<file path="src/rtl/regfile_sb_if.sv">
// Decode/issue and writeback connection to the scoreboarded register file.
interface regfile_sb_if #(
    parameter int XLEN = 64,
    parameter int AW   = 5
);
    logic            clr_req;
    logic            ready;
    logic [AW-1:0]   rs1_addr;
    logic [AW-1:0]   rs2_addr;
    logic [XLEN-1:0] rd1_data;
    logic [XLEN-1:0] rd2_data;
    logic            rs1_busy;
    logic            rs2_busy;
    logic            iss_en;
    logic [AW-1:0]   iss_addr;
    logic            wr_en;
    logic [AW-1:0]   wr_addr;
    logic [XLEN-1:0] wr_data;

    modport master (
        output clr_req, rs1_addr, rs2_addr, iss_en, iss_addr, wr_en, wr_addr, wr_data,
        input  ready, rd1_data, rd2_data, rs1_busy, rs2_busy
    );

    modport slave (
        input  clr_req, rs1_addr, rs2_addr, iss_en, iss_addr, wr_en, wr_addr, wr_data,
        output ready, rd1_data, rd2_data, rs1_busy, rs2_busy
    );
endinterface

</file>
<file path="src/rtl/regfile_sb.sv">
// Integer register file with two read ports, one write port, optional bypass,
// a pending-write scoreboard and a sequential clear engine.
module regfile_sb #(
    parameter  int XLEN   = 64,
    parameter  int NREGS  = 32,
    parameter  int BYPASS = 1,
    localparam int AW     = $clog2(NREGS)
) (
    input  logic         clk,
    input  logic         rst_n,
    regfile_sb_if.slave  bus
);
    typedef enum logic [0:0] {ST_CLEAR = 1'b0, ST_READY = 1'b1} state_t;

    localparam logic [AW:0]   NREGS_W  = (AW+1)'(NREGS);
    localparam logic [AW-1:0] LAST_IDX = AW'(NREGS - 1);
    localparam logic [AW-1:0] IDX_ONE  = AW'(1);

    state_t            r_state;
    logic              r_ready;
    logic [AW-1:0]     r_clr_idx;
    logic [NREGS-1:0]  r_pending;
    logic [XLEN-1:0]   r_mem [NREGS];

    logic              w_wr_ok;
    logic              w_iss_ok;
    logic              w_byp1;
    logic              w_byp2;
    logic [NREGS-1:0]  w_pend_nxt;

    function automatic logic addr_ok(input logic [AW-1:0] a);
        return (a != '0) && ({1'b0, a} < NREGS_W);
    endfunction

    assign w_wr_ok  = r_ready && bus.wr_en  && addr_ok(bus.wr_addr);
    assign w_iss_ok = r_ready && bus.iss_en && addr_ok(bus.iss_addr);
    assign w_byp1   = (BYPASS != 0) && w_wr_ok && (bus.wr_addr == bus.rs1_addr);
    assign w_byp2   = (BYPASS != 0) && w_wr_ok && (bus.wr_addr == bus.rs2_addr);
    assign bus.ready = r_ready;

    // Scoreboard next state: an issue to the same register wins over its writeback.
    always_comb begin
        w_pend_nxt = '0;
        for (int i = 1; i < NREGS; i++) begin
            w_pend_nxt[i] = (w_iss_ok && (bus.iss_addr == AW'(i))) ||
                            (r_pending[i] && !(w_wr_ok && (bus.wr_addr == AW'(i))));
        end
    end

    // Clear/ready FSM, ready flag and pending scoreboard.
    always_ff @(posedge clk or negedge rst_n) begin
        if (!rst_n) begin
            r_state   <= ST_CLEAR;
            r_clr_idx <= IDX_ONE;
            r_ready   <= 1'b0;
            r_pending <= '0;
        end else begin
            case (r_state)
                ST_CLEAR: begin
                    r_pending <= '0;
                    if (r_clr_idx == LAST_IDX) begin
                        r_state   <= ST_READY;
                        r_ready   <= 1'b1;
                        r_clr_idx <= IDX_ONE;
                    end else begin
                        r_state   <= ST_CLEAR;
                        r_ready   <= 1'b0;
                        r_clr_idx <= r_clr_idx + IDX_ONE;
                    end
                end
                ST_READY: begin
                    if (bus.clr_req) begin
                        r_state   <= ST_CLEAR;
                        r_ready   <= 1'b0;
                        r_clr_idx <= IDX_ONE;
                        r_pending <= '0;
                    end else begin
                        r_state   <= ST_READY;
                        r_ready   <= 1'b1;
                        r_clr_idx <= IDX_ONE;
                        r_pending <= w_pend_nxt;
                    end
                end
                default: begin
                    r_state   <= ST_CLEAR;
                    r_ready   <= 1'b0;
                    r_clr_idx <= IDX_ONE;
                    r_pending <= '0;
                end
            endcase
        end
    end

    // Storage array; zeroed one entry per cycle by the clear engine, never reset directly.
    always_ff @(posedge clk) begin
        if (r_state == ST_CLEAR) begin
            r_mem[r_clr_idx] <= '0;
        end else if (w_wr_ok) begin
            r_mem[bus.wr_addr] <= bus.wr_data;
        end else begin
            r_mem[0] <= '0;
        end
    end

    // Read port 1 data and busy.
    always_comb begin
        bus.rd1_data = '0;
        bus.rs1_busy = 1'b0;
        if (!r_ready) begin
            bus.rd1_data = '0;
            bus.rs1_busy = 1'b0;
        end else if (w_byp1) begin
            bus.rd1_data = bus.wr_data;
            bus.rs1_busy = 1'b0;
        end else if (addr_ok(bus.rs1_addr)) begin
            bus.rd1_data = r_mem[bus.rs1_addr];
            bus.rs1_busy = r_pending[bus.rs1_addr];
        end else begin
            bus.rd1_data = '0;
            bus.rs1_busy = 1'b0;
        end
    end

    // Read port 2 data and busy.
    always_comb begin
        bus.rd2_data = '0;
        bus.rs2_busy = 1'b0;
        if (!r_ready) begin
            bus.rd2_data = '0;
            bus.rs2_busy = 1'b0;
        end else if (w_byp2) begin
            bus.rd2_data = bus.wr_data;
            bus.rs2_busy = 1'b0;
        end else if (addr_ok(bus.rs2_addr)) begin
            bus.rd2_data = r_mem[bus.rs2_addr];
            bus.rs2_busy = r_pending[bus.rs2_addr];
        end else begin
            bus.rd2_data = '0;
            bus.rs2_busy = 1'b0;
        end
    end
endmodule

</file>
<file path="src/flat_wrapper.sv">
// flat-port wrapper written by rule: the top's interface ports become plain ports
module regfile_sb_flat 
#(
    parameter  int XLEN   = 64,
    parameter  int NREGS  = 32,
    parameter  int BYPASS = 1,
    localparam int AW     = $clog2(NREGS)
)
  (clk, rst_n, bus_clr_req, bus_rs1_addr, bus_rs2_addr, bus_iss_en, bus_iss_addr, bus_wr_en, bus_wr_addr, bus_wr_data, bus_ready, bus_rd1_data, bus_rd2_data, bus_rs1_busy, bus_rs2_busy);
  regfile_sb_if #(.XLEN(XLEN), .AW(5)) bus_i ();
  input  logic clk;
  input  logic rst_n;
  input wire logic [$bits(bus_i.clr_req)-1:0] bus_clr_req;
  input wire logic [$bits(bus_i.rs1_addr)-1:0] bus_rs1_addr;
  input wire logic [$bits(bus_i.rs2_addr)-1:0] bus_rs2_addr;
  input wire logic [$bits(bus_i.iss_en)-1:0] bus_iss_en;
  input wire logic [$bits(bus_i.iss_addr)-1:0] bus_iss_addr;
  input wire logic [$bits(bus_i.wr_en)-1:0] bus_wr_en;
  input wire logic [$bits(bus_i.wr_addr)-1:0] bus_wr_addr;
  input wire logic [$bits(bus_i.wr_data)-1:0] bus_wr_data;
  output wire logic [$bits(bus_i.ready)-1:0] bus_ready;
  output wire logic [$bits(bus_i.rd1_data)-1:0] bus_rd1_data;
  output wire logic [$bits(bus_i.rd2_data)-1:0] bus_rd2_data;
  output wire logic [$bits(bus_i.rs1_busy)-1:0] bus_rs1_busy;
  output wire logic [$bits(bus_i.rs2_busy)-1:0] bus_rs2_busy;
  assign bus_i.clr_req = bus_clr_req;
  assign bus_i.rs1_addr = bus_rs1_addr;
  assign bus_i.rs2_addr = bus_rs2_addr;
  assign bus_i.iss_en = bus_iss_en;
  assign bus_i.iss_addr = bus_iss_addr;
  assign bus_i.wr_en = bus_wr_en;
  assign bus_i.wr_addr = bus_wr_addr;
  assign bus_i.wr_data = bus_wr_data;
  assign bus_ready = bus_i.ready;
  assign bus_rd1_data = bus_i.rd1_data;
  assign bus_rd2_data = bus_i.rd2_data;
  assign bus_rs1_busy = bus_i.rs1_busy;
  assign bus_rs2_busy = bus_i.rs2_busy;
  regfile_sb #(.XLEN(XLEN), .NREGS(NREGS), .BYPASS(BYPASS)) u_core (.clk(clk), .rst_n(rst_n), .bus(bus_i));
endmodule
</file>
<file path="config.mk">
export PLATFORM = sky130hd
export DESIGN_NAME = regfile_sb_flat
export DESIGN_NICKNAME = d
export VERILOG_FILES = /design/src/rtl/regfile_sb_if.sv /design/src/rtl/regfile_sb.sv /design/src/flat_wrapper.sv
export SDC_FILE = /design/constraint.sdc
export NUM_CORES = 2
export LEC_CHECK = 0
export BUFFER_PORTS_ARGS = -buffer_cell sky130_fd_sc_hd__buf_2
export CAP_MARGIN = 20
export CORE_AREA = 10 10 332 462
export CTS_BUF_LIST = sky130_fd_sc_hd__clkbuf_16
export DETAILED_ROUTE_END_ITERATION = 12
export DIE_AREA = 0 0 342 472
export PLACE_DENSITY = 0.85
export SYNTH_ARGS = -nofsm -noshare
export SYNTH_HDL_FRONTEND = slang
export SYNTH_SLANG_ARGS = --single-unit
export TNS_END_PERCENT = 10
</file>
<file path="constraint.sdc">
create_clock -name clk -period 7.1 [get_ports clk]
set_input_delay 1.775 -clock clk [delete_from_list [all_inputs] [get_ports clk]]
set_output_delay 1.775 -clock clk [all_outputs]
set_load 0.1 [all_outputs]
</file>
**After elaboration in Yosys (flattened, before gate mapping)**

Memory sizes are Yosys's and may differ from the RTL's.
Index checks and enable logic that the tools add are counted.

- Register bits after elaboration: 38
- RAM bits: 2048
- Input port bits: 89
- Output and inout bits: 131
- Logic and storage cells: 276
- Memories kept: 1

Memory list:

| name | words | bits a word | rd ports | clocked after Yosys merged registers in | write ports | line | text |
|---|---|---|---|---|---|---|---|
| u_core.r_mem | 32 | 64 | 2 | 0 | 1 | regfile_sb.sv:23 | `logic [XLEN-1:0] r_mem [NREGS];` |

- Add/sub/neg operators: 1
- Magnitude comparators: 2
- Equal/unequal tests: 65
- Muxes and demuxes: 36
- Bitwise gates (word level): 1
- Reductions and logical operators: 167

Operators by type and width:

| kind | count |
|---|---|
| two-way mux 64 bit | 8 |
| equality test 5 bit, second input constant | 33 |
| OR reduction 64 bit | 2 |
| logical AND 1 bit | 99 |
| equality test 5 x 4 -> 1 bit, second input constant | 16 |
| one-hot mux 32 bit (2 select lines) | 1 |
| equality test 5 x 3 -> 1 bit, second input constant | 8 |
| two-way mux 32 bit | 1 |
| zero test 1 bit | 31 |
| logical OR 1 bit | 31 |
| equality test 5 x 2 -> 1 bit, second input constant | 4 |
| nonzero test 5 bit | 4 |
| two-way mux 1 bit | 19 |
| two-way mux 5 bit | 3 |
| < comparator 5 x 6 -> 1 bit, second input constant | 2 |
| binary-select mux 1 bit (select 5 bit) | 2 |
| equality test 5 x 1 -> 1 bit, second input constant | 2 |
| equality test 5 bit | 2 |
| one-hot mux 5 bit (2 select lines) | 1 |
| adder 5 x 1 -> 5 bit, second input constant | 1 |
| one-hot mux 1 bit (2 select lines) | 1 |
| inverter 1 bit | 1 |

**Depth between registers and ports, before layout**

- Depth in word-level cells: 8
- Depth in mapped cells: 10
- Depth with buffers taken out: 5

**Least setup slack after synthesis**

OpenSTA, ideal clock, no wires.

- Path type: input to output
- Start point: input bus_wr_addr[4]
- End point: output bus_rs2_busy
- Arrival: 4591 ps
- Slack: 734 ps
- Stages: 7
- Buffers on the path: 3
- Path through: buf_2 > or3_1 > o21ai_4 > nor3_1 > clkbuf_1 > buf_1 > a21oi_1

- Cells in the longest elaborated chain, start to end: 5
- Elaborated cells on any way between the ends: 6

RTL lines:

| what | line | text |
|---|---|---|
| start, declared | flat_wrapper.sv:19 | `input wire logic [$bits(bus_i.wr_addr)-1:0] bus_wr_addr;` |
| nonzero test 5 bit | regfile_sb.sv:32 | `return (a != '0) && ({1'b0, a} < NREGS_W);` |
| logical AND 1 bit | regfile_sb.sv:35 | `assign w_wr_ok = r_ready && bus.wr_en && addr_ok(bus.wr_addr);` |
| logical AND 1 bit (*) | regfile_sb.sv:38 | `assign w_byp2 = (BYPASS != 0) && w_wr_ok && (bus.wr_addr == bus.rs2_addr);` |
| two-way mux 1 bit (*) | regfile_sb.sv:131 | `end else if (w_byp2) begin` |
| two-way mux 1 bit (*) | regfile_sb.sv:128 | `if (!r_ready) begin` |
| end, declared | flat_wrapper.sv:25 | `output wire logic [$bits(bus_i.rs2_busy)-1:0] bus_rs2_busy;` |

Every way passes the cells marked *; elsewhere a longest branch is shown, timed or not.

**Worst setup path in the final report**

- Start point: input bus_rs2_addr[2]
- End point: output bus_rd2_data[10]

- Cells in the longest elaborated chain, start to end: 4
- Elaborated cells on any way between the ends: 7

RTL lines:

| what | line | text |
|---|---|---|
| start, declared | flat_wrapper.sv:15 | `input wire logic [$bits(bus_i.rs2_addr)-1:0] bus_rs2_addr;` |
| memory (32 x 64 bit), or another cell as far along | -- |  |
| two-way mux 64 bit or logical AND 1 bit (tied branches) | regfile_sb.sv:134, regfile_sb.sv:38 |  |
| two-way mux 64 bit (*) | regfile_sb.sv:131 |  |
| two-way mux 64 bit (*) | regfile_sb.sv:128 |  |
| end, declared | flat_wrapper.sv:23 | `output wire logic [$bits(bus_i.rd2_data)-1:0] bus_rd2_data;` |

Marks and branches as above.

==> flow_summary.yaml <==
synthesis:
  netlist-cell-type-count: 63
  yosys_register_bits: 2085
  synthesis.nets: 5026
  syn_inst: 4935
  yosysTopAreaCellShare_pct: 63.0
  synth.most_common_cell: "edfxtp_1"
  synth-edff-count: 2048
  seq_area_frac_synth_pct: 64.0
  syn_area_um2: 97600
  synth_flop_cell: "edfxtp_1"
  synth_area_leaders: "edfxtp_1, mux4_2, a22oi_1"
  synth.avg_cell_area_um2: 19.8
  ys_async_sr_fraction_pct: 1.77
  yosysWarningCount: 0
  synth_top_cell_by_area: "edfxtp_1"
  ys_top_cells_by_count: "edfxtp_1, mux4_2, a22oi_1"
drt:
  routed_wl_um: 354000
  drt-met1-wl_um: 94200
  first_pass_iters: 9
  wl_met3_um: 67100
  drt_iter0_drc: 13900
  route.detailed.drc: 0
  vias_per_cell: 9.08
  wl_met2_um: 155000
  ant_nets: 0
  vias: 66000
  dr.max_layer_used: "met5"
  avgRoutedWirePerCell_um: 48.6
die:
  die_area_um2: 161000
  initial_core_util_pct: 67.6
  row_count: 165
  ios: 220
  core-area_um2: 144000
  dieHeight_um: 472
  chipWidth_um: 342
clock_tree:
  holdBufCountCts: 0
  path_clk_slew_ps: 60
  clockRootBuffer: "clkbuf_16"
  clock_sinks: 2085
  numCtsBuffers: 188
  htree_levels: 4
  cts_resized: 0
  cts_tree: "built"
  clk_latency_ps: 890
  cts_setup_buffers: 0
  clockBufferDepth: 3
global_route:
  grt_pass1_wl_um: 495000
  grt_overflow_total: 0
  grt_pass1_vias: 66800
  grt_max_degree: 125
  antenna_found_initial: 31
  grt.total_usage_pct: 43.6
critical_path:
  endpoint_kind: "output port"
  cpPeakStageDelay_ps: 1040
  worstPathCellList: "buf_8, buf_4, mux4_2, nor2b_1, a211oi_1, a211oi_1, a211o_1, buf_2"
  crit_top_cell: "a211oi_1"
  cp_max_fo: 55
  r2r_start: "u_core.r_state"
  worst-path-buf-inv: 3
  ff2ff_setup_slack_ps: 2580
  critPathKind: "in -> out"
  worst_setup_path_start_kind: "primary input"
  path_delay_family: "compound AO/OA/AOI/OAI gates"
  crit_slowest_cell: "a211oi_1"
  critPathArrivalTime_ps: 5180
  cp.required_ps: 5330
  setup.worst_path.start: "bus_rs2_addr[2]"
timing:
  fin_setup_tns_ps: 0
  period_share_pct: 98.0
  finalClockSkew_ps: 40.3
  fin_crit_ps: 6960
  slew_headroom_pct: 13.2
  setup_violations: 0
  tightest_slew_ps: 1300
  drv_slew: 0
  hold_viol_final: 0
  fmax_mhz: 144
  rsz0062_at_grt: "false"
power:
  p_clk_share_pct: 31.6
  seqPwrFrac_pct: 48.2
  p_int_mw: 23.4
  irDropWorstVdd_mv: 0.327
  power_leakage_nw: 36.5
  p_switching_mw: 10.2
  switching_share_pct: 30.4
  power_density_nw_per_um2: 305
  p_total_mw: 33.6
  p_comb_share_pct: 20.2
hold_path:
  hold_path.class: "reg -> reg"
  hold_path.startpoint: "u_core.r_clr_idx[0]"
placement:
  hpwl_um: 185000
  io_buffers: 219
  dp_cells: 6907
  routabilityCongestion: 0.897
cells_and_area:
  utilization_pct: 76.3
  fin_nets: 5277
  area_growth_pct: 12.8
  final_cells: 7275
  drive_above_1_share_pct: 34.5
run:
  cap_viol_max_count: 0
status:
  status: "complete, no violations"
==> registers in the layout, indices dropped and copies added, names as in the netlist <==
register,cells
u_core.r_mem,2048
u_core.r_pending,31
u_core.r_clr_idx,5
u_core.r_state,1
==> stage by stage <==
stage / worst slack, ps / cell area (um2) / hold slack [ps]
2_1_floorplan: 734 / 97600 / 477
3_3_place_gp: 257 / 104000 / 504
3_5_place_dp: 546 / 104000 / 514
4_1_cts: 468 / 110000 / 530
5_1_grt: 340 / 110000 / 539
6_report: 142 / 110000 / 532
==> area by class of cell <==
class,instances,area [um2]
clock inverter,145,1310
multi-input combinational,2419,33400
sequential,2085,62400
fill,6773,34200
antenna,16,40.0
inverter,7,26.3
clock buffer,198,4950
tap,1920,2400
timing repair buffer,485,5550
==> kinds of logic (layout without fill, tap and decap cells) <==
family / after synthesis / count (layout) / synth area share (%)
AO/OA/AOI/OAI: 867 / 867 / 6.61
adder cells (fa/ha/maj): 2 / 2 / 0.0256
buffers and inverters: 431 / 835 / 2.22
XOR/XNOR: 12 / 12 / 0.108
multiplexers: 1177 / 1177 / 25.0
flip-flops: 2085 / 2085 / 64.0
AND/OR/NAND/NOR: 361 / 361 / 2.03
other: 0 / 16 / 0
==> power by group through the flow <==
| stage | Combinational [mW] | Sequential (mW) | Clock, mW |
|---|---|---|---|
| after floorplan | 3.65 | 16.0 | 0 |
| after global placement | 6.15 | 16.0 | 0 |
| after detailed placement | 6.27 | 16.2 | 0 |
| after CTS | 6.41 | 16.1 | 10.5 |
| after global routing | 6.71 | 16.2 | 11.0 |
| final | 6.79 | 16.2 | 10.6 |
==> metal layers <==
| metal | up-vias | global-route usage, % |
|---|---|---|
| met1 | 31900 | 50.1 |
| met2 | 9100 | 63.2 |
| li1 | 22200 | - |
| met3 | 2806 | 20.9 |
| met4 | 36 | 33.3 |
| met5 | - | 0.0893 |
==> path summary, 6_finish.rpt <==
kind                                              to  depth (start not counted)
worst max register to register  u_core.r_mem[10][59]                          6
worst min register to register   u_core.r_clr_idx[0]                          1
max in group asynchronous       u_core.r_pending[28]                          1
min in group asynchronous        u_core.r_pending[3]                          1
worst min-delay path             u_core.r_clr_idx[0]                          1
worst max-delay path                bus_rd2_data[10]                          8
==> placed cells by master, fill, tap and decap left out, types with 38 or more instances in the layout <==
cell and n:
clkbuf_16 199, buf_2 122, a21oi_1 131, clkinv_1 38
and2_1 82, mux4_2 1012, a22oi_1 220, edfxtp_1 2048
buf_4 183, o21ai_0 49, a221oi_1 43, inv_1 41
a211o_1 103, buf_12 164, nor2b_1 94, nand2_1 66
a22o_1 44, a211oi_1 161, mux2i_1 164
Power figures use the tool's default switching activity.
